<file path="src/rtl/ps2_pkg.sv">
// Shared constants and types for the PS/2 scan-code set 2 keyboard path.
package ps2_pkg;

    localparam logic [7:0] PS2_EXT_CODE   = 8'hE0;
    localparam logic [7:0] PS2_BREAK_CODE = 8'hF0;

    // Controller/keyboard status bytes that never carry a key.
    localparam logic [7:0] PS2_IGN_NULL     = 8'h00;
    localparam logic [7:0] PS2_IGN_BAT_OK   = 8'hAA;
    localparam logic [7:0] PS2_IGN_ECHO     = 8'hEE;
    localparam logic [7:0] PS2_IGN_ACK      = 8'hFA;
    localparam logic [7:0] PS2_IGN_BAT_FAIL = 8'hFC;
    localparam logic [7:0] PS2_IGN_RESEND   = 8'hFE;
    localparam logic [7:0] PS2_IGN_ERROR    = 8'hFF;

    localparam logic [7:0] ASCII_CR    = 8'h0D;
    localparam logic [7:0] ASCII_SPACE = 8'h20;

    typedef enum logic [1:0] {
        ST_IDLE      = 2'd0,
        ST_EXT       = 2'd1,
        ST_BREAK     = 2'd2,
        ST_EXT_BREAK = 2'd3
    } ps2_state_e;

    function automatic logic is_ignore_code(input logic [7:0] code);
        return (code == PS2_IGN_NULL)   || (code == PS2_IGN_BAT_OK)   ||
               (code == PS2_IGN_ECHO)   || (code == PS2_IGN_ACK)      ||
               (code == PS2_IGN_BAT_FAIL) || (code == PS2_IGN_RESEND) ||
               (code == PS2_IGN_ERROR);
    endfunction

endpackage

</file>
<file path="src/rtl/ps2_scancode_to_ascii.sv">
// Combinational set-2 make code to uppercase ASCII lookup (letters, digits, space, Enter).
module ps2_scancode_to_ascii
    import ps2_pkg::*;
(
    input  logic [7:0] scancode,
    output logic [7:0] ascii,
    output logic       mapped
);

    always_comb begin
        ascii  = 8'h00;
        mapped = 1'b1;
        case (scancode)
            8'h1C: ascii = 8'h41;
            8'h32: ascii = 8'h42;
            8'h21: ascii = 8'h43;
            8'h23: ascii = 8'h44;
            8'h24: ascii = 8'h45;
            8'h2B: ascii = 8'h46;
            8'h34: ascii = 8'h47;
            8'h33: ascii = 8'h48;
            8'h43: ascii = 8'h49;
            8'h3B: ascii = 8'h4A;
            8'h42: ascii = 8'h4B;
            8'h4B: ascii = 8'h4C;
            8'h3A: ascii = 8'h4D;
            8'h31: ascii = 8'h4E;
            8'h44: ascii = 8'h4F;
            8'h4D: ascii = 8'h50;
            8'h15: ascii = 8'h51;
            8'h2D: ascii = 8'h52;
            8'h1B: ascii = 8'h53;
            8'h2C: ascii = 8'h54;
            8'h3C: ascii = 8'h55;
            8'h2A: ascii = 8'h56;
            8'h1D: ascii = 8'h57;
            8'h22: ascii = 8'h58;
            8'h35: ascii = 8'h59;
            8'h1A: ascii = 8'h5A;
            8'h45: ascii = 8'h30;
            8'h16: ascii = 8'h31;
            8'h1E: ascii = 8'h32;
            8'h26: ascii = 8'h33;
            8'h25: ascii = 8'h34;
            8'h2E: ascii = 8'h35;
            8'h36: ascii = 8'h36;
            8'h3D: ascii = 8'h37;
            8'h3E: ascii = 8'h38;
            8'h46: ascii = 8'h39;
            8'h29: ascii = ASCII_SPACE;
            8'h5A: ascii = ASCII_CR;
            default: mapped = 1'b0;
        endcase
    end

endmodule

</file>
<file path="src/rtl/ps2_scancode_decoder.sv">
// PS/2 byte stream to ASCII: prefix tracking, break/repeat suppression and an output character FIFO.
module ps2_scancode_decoder
    import ps2_pkg::*;
#(
    parameter int FIFO_DEPTH = 4
) (
    input  logic       clk,
    input  logic       rst,
    input  logic [7:0] ps2_received_data,
    input  logic       ps2_received_data_strb,
    input  logic       char_ready,
    output logic       char_valid,
    output logic [7:0] char_data,
    output logic       char_overflow
);

    localparam int AW = $clog2(FIFO_DEPTH);

    logic       strb_q;
    logic       byte_event;
    ps2_state_e state_q, state_d;
    logic [7:0] last_make_q, last_make_d;
    logic       push_req;
    logic [7:0] map_ascii;
    logic       map_hit;

    logic [7:0]  mem_q [FIFO_DEPTH];
    logic [AW:0] wr_ptr_q, wr_ptr_d;
    logic [AW:0] rd_ptr_q, rd_ptr_d;
    logic        char_valid_q, char_valid_d;
    logic [7:0]  char_data_q, char_data_d;
    logic        char_overflow_q, char_overflow_d;
    logic        fifo_full, pop, push_ok;

    assign byte_event = ps2_received_data_strb & ~strb_q;

    ps2_scancode_to_ascii u_map (
        .scancode (ps2_received_data),
        .ascii    (map_ascii),
        .mapped   (map_hit)
    );

    always_comb begin
        state_d     = state_q;
        last_make_d = last_make_q;
        push_req    = 1'b0;
        if (byte_event) begin
            if (ps2_received_data == PS2_EXT_CODE) begin
                state_d = ST_EXT;
            end else if (ps2_received_data == PS2_BREAK_CODE) begin
                if (state_q == ST_IDLE)     state_d = ST_BREAK;
                else if (state_q == ST_EXT) state_d = ST_EXT_BREAK;
            end else begin
                case (state_q)
                    ST_BREAK: begin
                        // Releasing the held key re-arms it so the next press is not a repeat.
                        if (ps2_received_data == last_make_q) last_make_d = 8'h00;
                        state_d = ST_IDLE;
                    end
                    ST_EXT, ST_EXT_BREAK: state_d = ST_IDLE;
                    default: begin
                        if (!is_ignore_code(ps2_received_data) &&
                            (ps2_received_data != last_make_q)) begin
                            last_make_d = ps2_received_data;
                            push_req    = map_hit;
                        end
                    end
                endcase
            end
        end
    end

    assign fifo_full = (wr_ptr_q[AW] != rd_ptr_q[AW]) &&
                       (wr_ptr_q[AW-1:0] == rd_ptr_q[AW-1:0]);
    assign pop       = char_valid_q & char_ready;
    // A full FIFO still takes the push when the head leaves in the same cycle.
    assign push_ok   = push_req & (~fifo_full | pop);

    always_comb begin
        wr_ptr_d        = wr_ptr_q + {{AW{1'b0}}, push_ok};
        rd_ptr_d        = rd_ptr_q + {{AW{1'b0}}, pop};
        char_valid_d    = (wr_ptr_d != rd_ptr_d);
        char_overflow_d = push_req & fifo_full & ~pop;
        if (wr_ptr_d == rd_ptr_d)
            char_data_d = 8'h00;
        else if (push_ok && (rd_ptr_d == wr_ptr_q))
            char_data_d = map_ascii;
        else
            char_data_d = mem_q[rd_ptr_d[AW-1:0]];
    end

    always_ff @(posedge clk) begin
        if (push_ok) mem_q[wr_ptr_q[AW-1:0]] <= map_ascii;
    end

    always_ff @(posedge clk) begin
        if (rst) begin
            strb_q          <= 1'b0;
            state_q         <= ST_IDLE;
            last_make_q     <= 8'h00;
            wr_ptr_q        <= '0;
            rd_ptr_q        <= '0;
            char_valid_q    <= 1'b0;
            char_data_q     <= 8'h00;
            char_overflow_q <= 1'b0;
        end else begin
            strb_q          <= ps2_received_data_strb;
            state_q         <= state_d;
            last_make_q     <= last_make_d;
            wr_ptr_q        <= wr_ptr_d;
            rd_ptr_q        <= rd_ptr_d;
            char_valid_q    <= char_valid_d;
            char_data_q     <= char_data_d;
            char_overflow_q <= char_overflow_d;
        end
    end

    assign char_valid    = char_valid_q;
    assign char_data     = char_data_q;
    assign char_overflow = char_overflow_q;

endmodule

</file>
<file path="config.mk">
export PLATFORM = sky130hd
export DESIGN_NAME = ps2_scancode_decoder
export DESIGN_NICKNAME = d
export VERILOG_FILES = /design/src/rtl/ps2_pkg.sv /design/src/rtl/ps2_scancode_to_ascii.sv /design/src/rtl/ps2_scancode_decoder.sv
export SDC_FILE = /design/constraint.sdc
export NUM_CORES = 1
export LEC_CHECK = 0
export ABC_AREA = 1
export CELL_PAD_IN_SITES_DETAIL_PLACEMENT = 0
export CELL_PAD_IN_SITES_GLOBAL_PLACEMENT = 1
export CORE_AREA = 2 2 91 84
export CTS_BUF_LIST = sky130_fd_sc_hd__clkbuf_8
export CTS_CLUSTER_DIAMETER = 150
export DETAILED_ROUTE_END_ITERATION = 8
export DIE_AREA = 0 0 93 86
export HOLD_SLACK_MARGIN = 0.02
export PLACE_DENSITY = 0.87
export SLEW_MARGIN = 40
export SYNTH_ARGS = -nofsm -noshare
export SYNTH_HDL_FRONTEND = slang
export SYNTH_SLANG_ARGS = --single-unit
</file>
<file path="constraint.sdc">
create_clock -name clk -period 3.5 [get_ports clk]
set_input_delay 0.525 -clock clk [delete_from_list [all_inputs] [get_ports clk]]
set_output_delay 0.525 -clock clk [all_outputs]
set_load 0.03 [all_outputs]
</file>
==> results <==
[registers in the layout (all words and copies together) (netlist names), 2 cells and up]
name         count
char_data        7
last_make_q      8
mem_q           28
rd_ptr_q         3
state_q          2
wr_ptr_q         3
[cell families (layout without fill, tap and decap cells)]
family,count (synthesis),in the layout
flops,54,54
compound gates,39,39
xor+xnor,15,15
buf+inv,42,94
fa+ha+maj,4,4
simple gates,252,252
other cells,1,1
[routing by layer]
metal  track usage  vias up  share of wire
met5             0        -              0
met4        0.0508        0          0.015
met3        0.0281       10          0.047
met2         0.331       70           0.48
met1         0.254     1273           0.46
li1              -     1428              -
[worst max-delay path, cell delays in order]
cell                              delay [ns]
sky130_fd_sc_hd__clkdlybuf4s50_1        0.55
sky130_fd_sc_hd__inv_1                  0.07
sky130_fd_sc_hd__nand2_1                0.12
sky130_fd_sc_hd__nor2_1                 0.12
sky130_fd_sc_hd__nand2_1                0.11
sky130_fd_sc_hd__nand2_1                0.08
sky130_fd_sc_hd__nor2_2                 0.16
sky130_fd_sc_hd__nand2_1                0.07
sky130_fd_sc_hd__nor2_1                 0.13
sky130_fd_sc_hd__nand3_2                0.10
sky130_fd_sc_hd__nand3_2                0.08
sky130_fd_sc_hd__inv_1                  0.05
sky130_fd_sc_hd__ha_1                   0.17
sky130_fd_sc_hd__ha_1                   0.20
sky130_fd_sc_hd__xnor2_1                0.23
sky130_fd_sc_hd__xnor2_1                0.11
sky130_fd_sc_hd__a21oi_1                0.14
sky130_fd_sc_hd__buf_4                  0.19
sky130_fd_sc_hd__inv_1                  0.04
sky130_fd_sc_hd__o21bai_1               0.14
sky130_fd_sc_hd__nor2_1                 0.08
[report_power, final]
part / leakage, nW / internal (W) / switching, W
logic: 1.16 / 0.0000949 / 0.000143
registers: 0.473 / 0.000684 / 0.00000997
clock network: 0.0408 / 0.000144 / 0.000217
[metrics by stage]
step	setup TNS (ns)	worst slack (ns)	util	power, W
global placement	-0.0263	-0.0263	0.515	0.000943
floorplan	0	0.463	-	0.000862
global route	0	0.0514	0.528	0.00135
finish	0	0.300	0.528	0.00129
CTS	0	0.241	0.528	0.00130
detailed placement	-0.114	-0.0763	0.515	0.000947
[synth_stat cells (all sizes together)]
library cell,count,share of area
nand2,138,0.17
nor2,73,0.10
inv,31,0.038
edfxtp,28,0.27
dfxtp,26,0.17
a21oi,19,0.031
nor3,16,0.028
nand3,13,0.024
xnor2,10,0.029
nand4,9,0.023
a32o,7,0.023
o21ai,7,0.011
buf,6,0.014
clkbuf,5,0.0061
xor2,5,0.014
ha,4,0.016
a211oi,2,0.0049
a221oi,1,0.0029
conb,1,0.0012
nand3b,1,0.0024
nor4,1,0.0020
o2111ai,1,0.0029
o21bai,1,0.0024
o22ai,1,0.0020
or2,1,0.0020
[area by class of cell]
class                      instances  share of cell area
timing repair buffer              55               0.126
inverter                          31              0.0316
clock inverter                     3             0.00646
clock buffer                       5              0.0187
sequential                        54               0.370
multi-input combinational        311               0.416
tap                               93              0.0316
[how the worst max path moves through the flow]
stage | end | slack, ns | depth (start not counted)
floorplan | char_data[1] | 0.46 | 19
global placement | char_data[1] | -0.03 | 21
detailed placement | char_data[1] | -0.08 | 21
CTS | char_data[1] | 0.24 | 21
global route | char_data[1] | 0.05 | 21
finish | char_data[1] | 0.30 | 21
==> flow_metrics.tcl <==
set metrics [dict create \
    io-pin-count 22 \
    min_delay_worst_endpoint "last_make_q[5]" \
    critical_path.reg2reg.endpoint "char_data[1]" \
    globalplace.congestion 0.957 \
    die_w_um 93 \
    clock_sink_count 54 \
    skew_ns 0.00819 \
    globalRouteOverflowTotal 0 \
    multiInputGateArea_sq_um 1530 \
    post_cts_resized 0 \
    fin_nets 474 \
    syn_to_final_growth_pct 19.9 \
    final_max_slew_viol_count 0 \
    arrival_ns 3.46 \
    worst_setup_path_startpoint "ps2_received_data[0]" \
    cts_tree "done" \
    post-dp-hpwl_um 5540 \
    slew_at_the_pin_closest_to_its_max_slew_limit_ns 0.685 \
    drv_cap 0 \
    synth_nets 423 \
    ys_ff_latch 54 \
    start_kind "primary input" \
    timing.rr.start "wr_ptr_q[1]" \
    first_iter_violations 170 \
    synth_xor_xnor_area_share 0.0428 \
    clkLatencyLatePin_ns 0.31 \
    power.ir.vdd_worst_v 0.000168 \
    slew_headroom 0.542 \
    grt_max_degree 20 \
    final_common_cell "sky130_fd_sc_hd__nand2_1" \
    max_freq_mhz 312 \
    final.hold.worst_slack_ns 0.478 \
    period_minus_slack_ns 3.20 \
    mean_cell_area_of_the_mapped_netlist_sq_um 7.54 \
    cts.reportedPaths.clkPinSlew_ns 0.10 \
    layout_common_cells "135 x sky130_fd_sc_hd__nand2_1, 64 x sky130_fd_sc_hd__nor2_1, 35 x sky130_fd_sc_hd__buf_4" \
    dpl_cell_area_sq_um 3580 \
    cts.htree.levels 2 \
    crit_type "in -> reg" \
    synthesized_area_fraction_occupied_by_ao_oa_aoi_and_oai_cells 0.0803 \
    grt_setup_unrepaired "false" \
    power.leakage_nw 1.68 \
    final_antenna_net_count 0 \
    wirelength_um 7200 \
    yosysSeqAreaShare 0.444 \
    synth_cell_type_count 36 \
    hold_class "reg -> reg" \
    report.final.setup_viol 0 \
    final_layout_size_suffix_gt1_frac 0.137 \
    worst-endpoint-required_ns 3.76 \
    detailroute.via_count 2781 \
    clock_tree.buffer_depth 2 \
    antenna_found_initial 0 \
    place.detailed.instances 544 \
    synth-adder-area-share 0.0163 \
    design.die.area_sq_um 8000 \
    remaining_drc_errors 0 \
    power.density_cell_area_nw_per_um2 351 \
    io_buffer_count 20 \
    post_cts.repair.setup_buffers 0 \
    grt_pass1_vias 2636 \
    timing.final.hold_violations 0 \
    floorplan.core_area_sq_um 6970 \
    worstSetupEndpointType "flip-flop" \
    std_cell_rows 29 \
    avgRoutedWirePerCell_um 13.0 \
    global_route_wire_length_before_repair_um 12200 \
    cts_hold_buffers 0 \
    synth_warnings 0 \
    min_period_over_period 0.914 \
    detailedRoute.firstPassIterationCount 4 \
    cts_made_buffers 5 \
    seq_area_sq_um 1360 \
    worstHoldStart "last_make_q[5]" \
    final_cell_area_sq_um 3680 \
    run_status "complete, no violations" \
    instances_no_fill 552 \
    combinational_family_with_the_most_area_after_synthesis "simple AND/OR/NAND/NOR gates" \
    clk_root_buffer_cell "sky130_fd_sc_hd__clkbuf_8" \
    n_antenna_cell 0 \
    muxShareOfSynthArea 0 \
    worst_hold_path.num_cells 2 \
    fillers 676 \
    reg2reg_slack_ns 0.80 \
    die_y_um 86 \
    viasPerCell 5.04 \
    initial_core_util 0.440 \
    r2r_cells 14 \
    synthSimpleGateAreaFrac 0.357 \
    netlist_instances 407 \
    gr-usage-all-layers 0.192 \
    syn-cell-area_sq_um 3070 \
    critical_path.max_fanout 8 \
]
No activity file was read; power rests on OpenSTA's default activity.
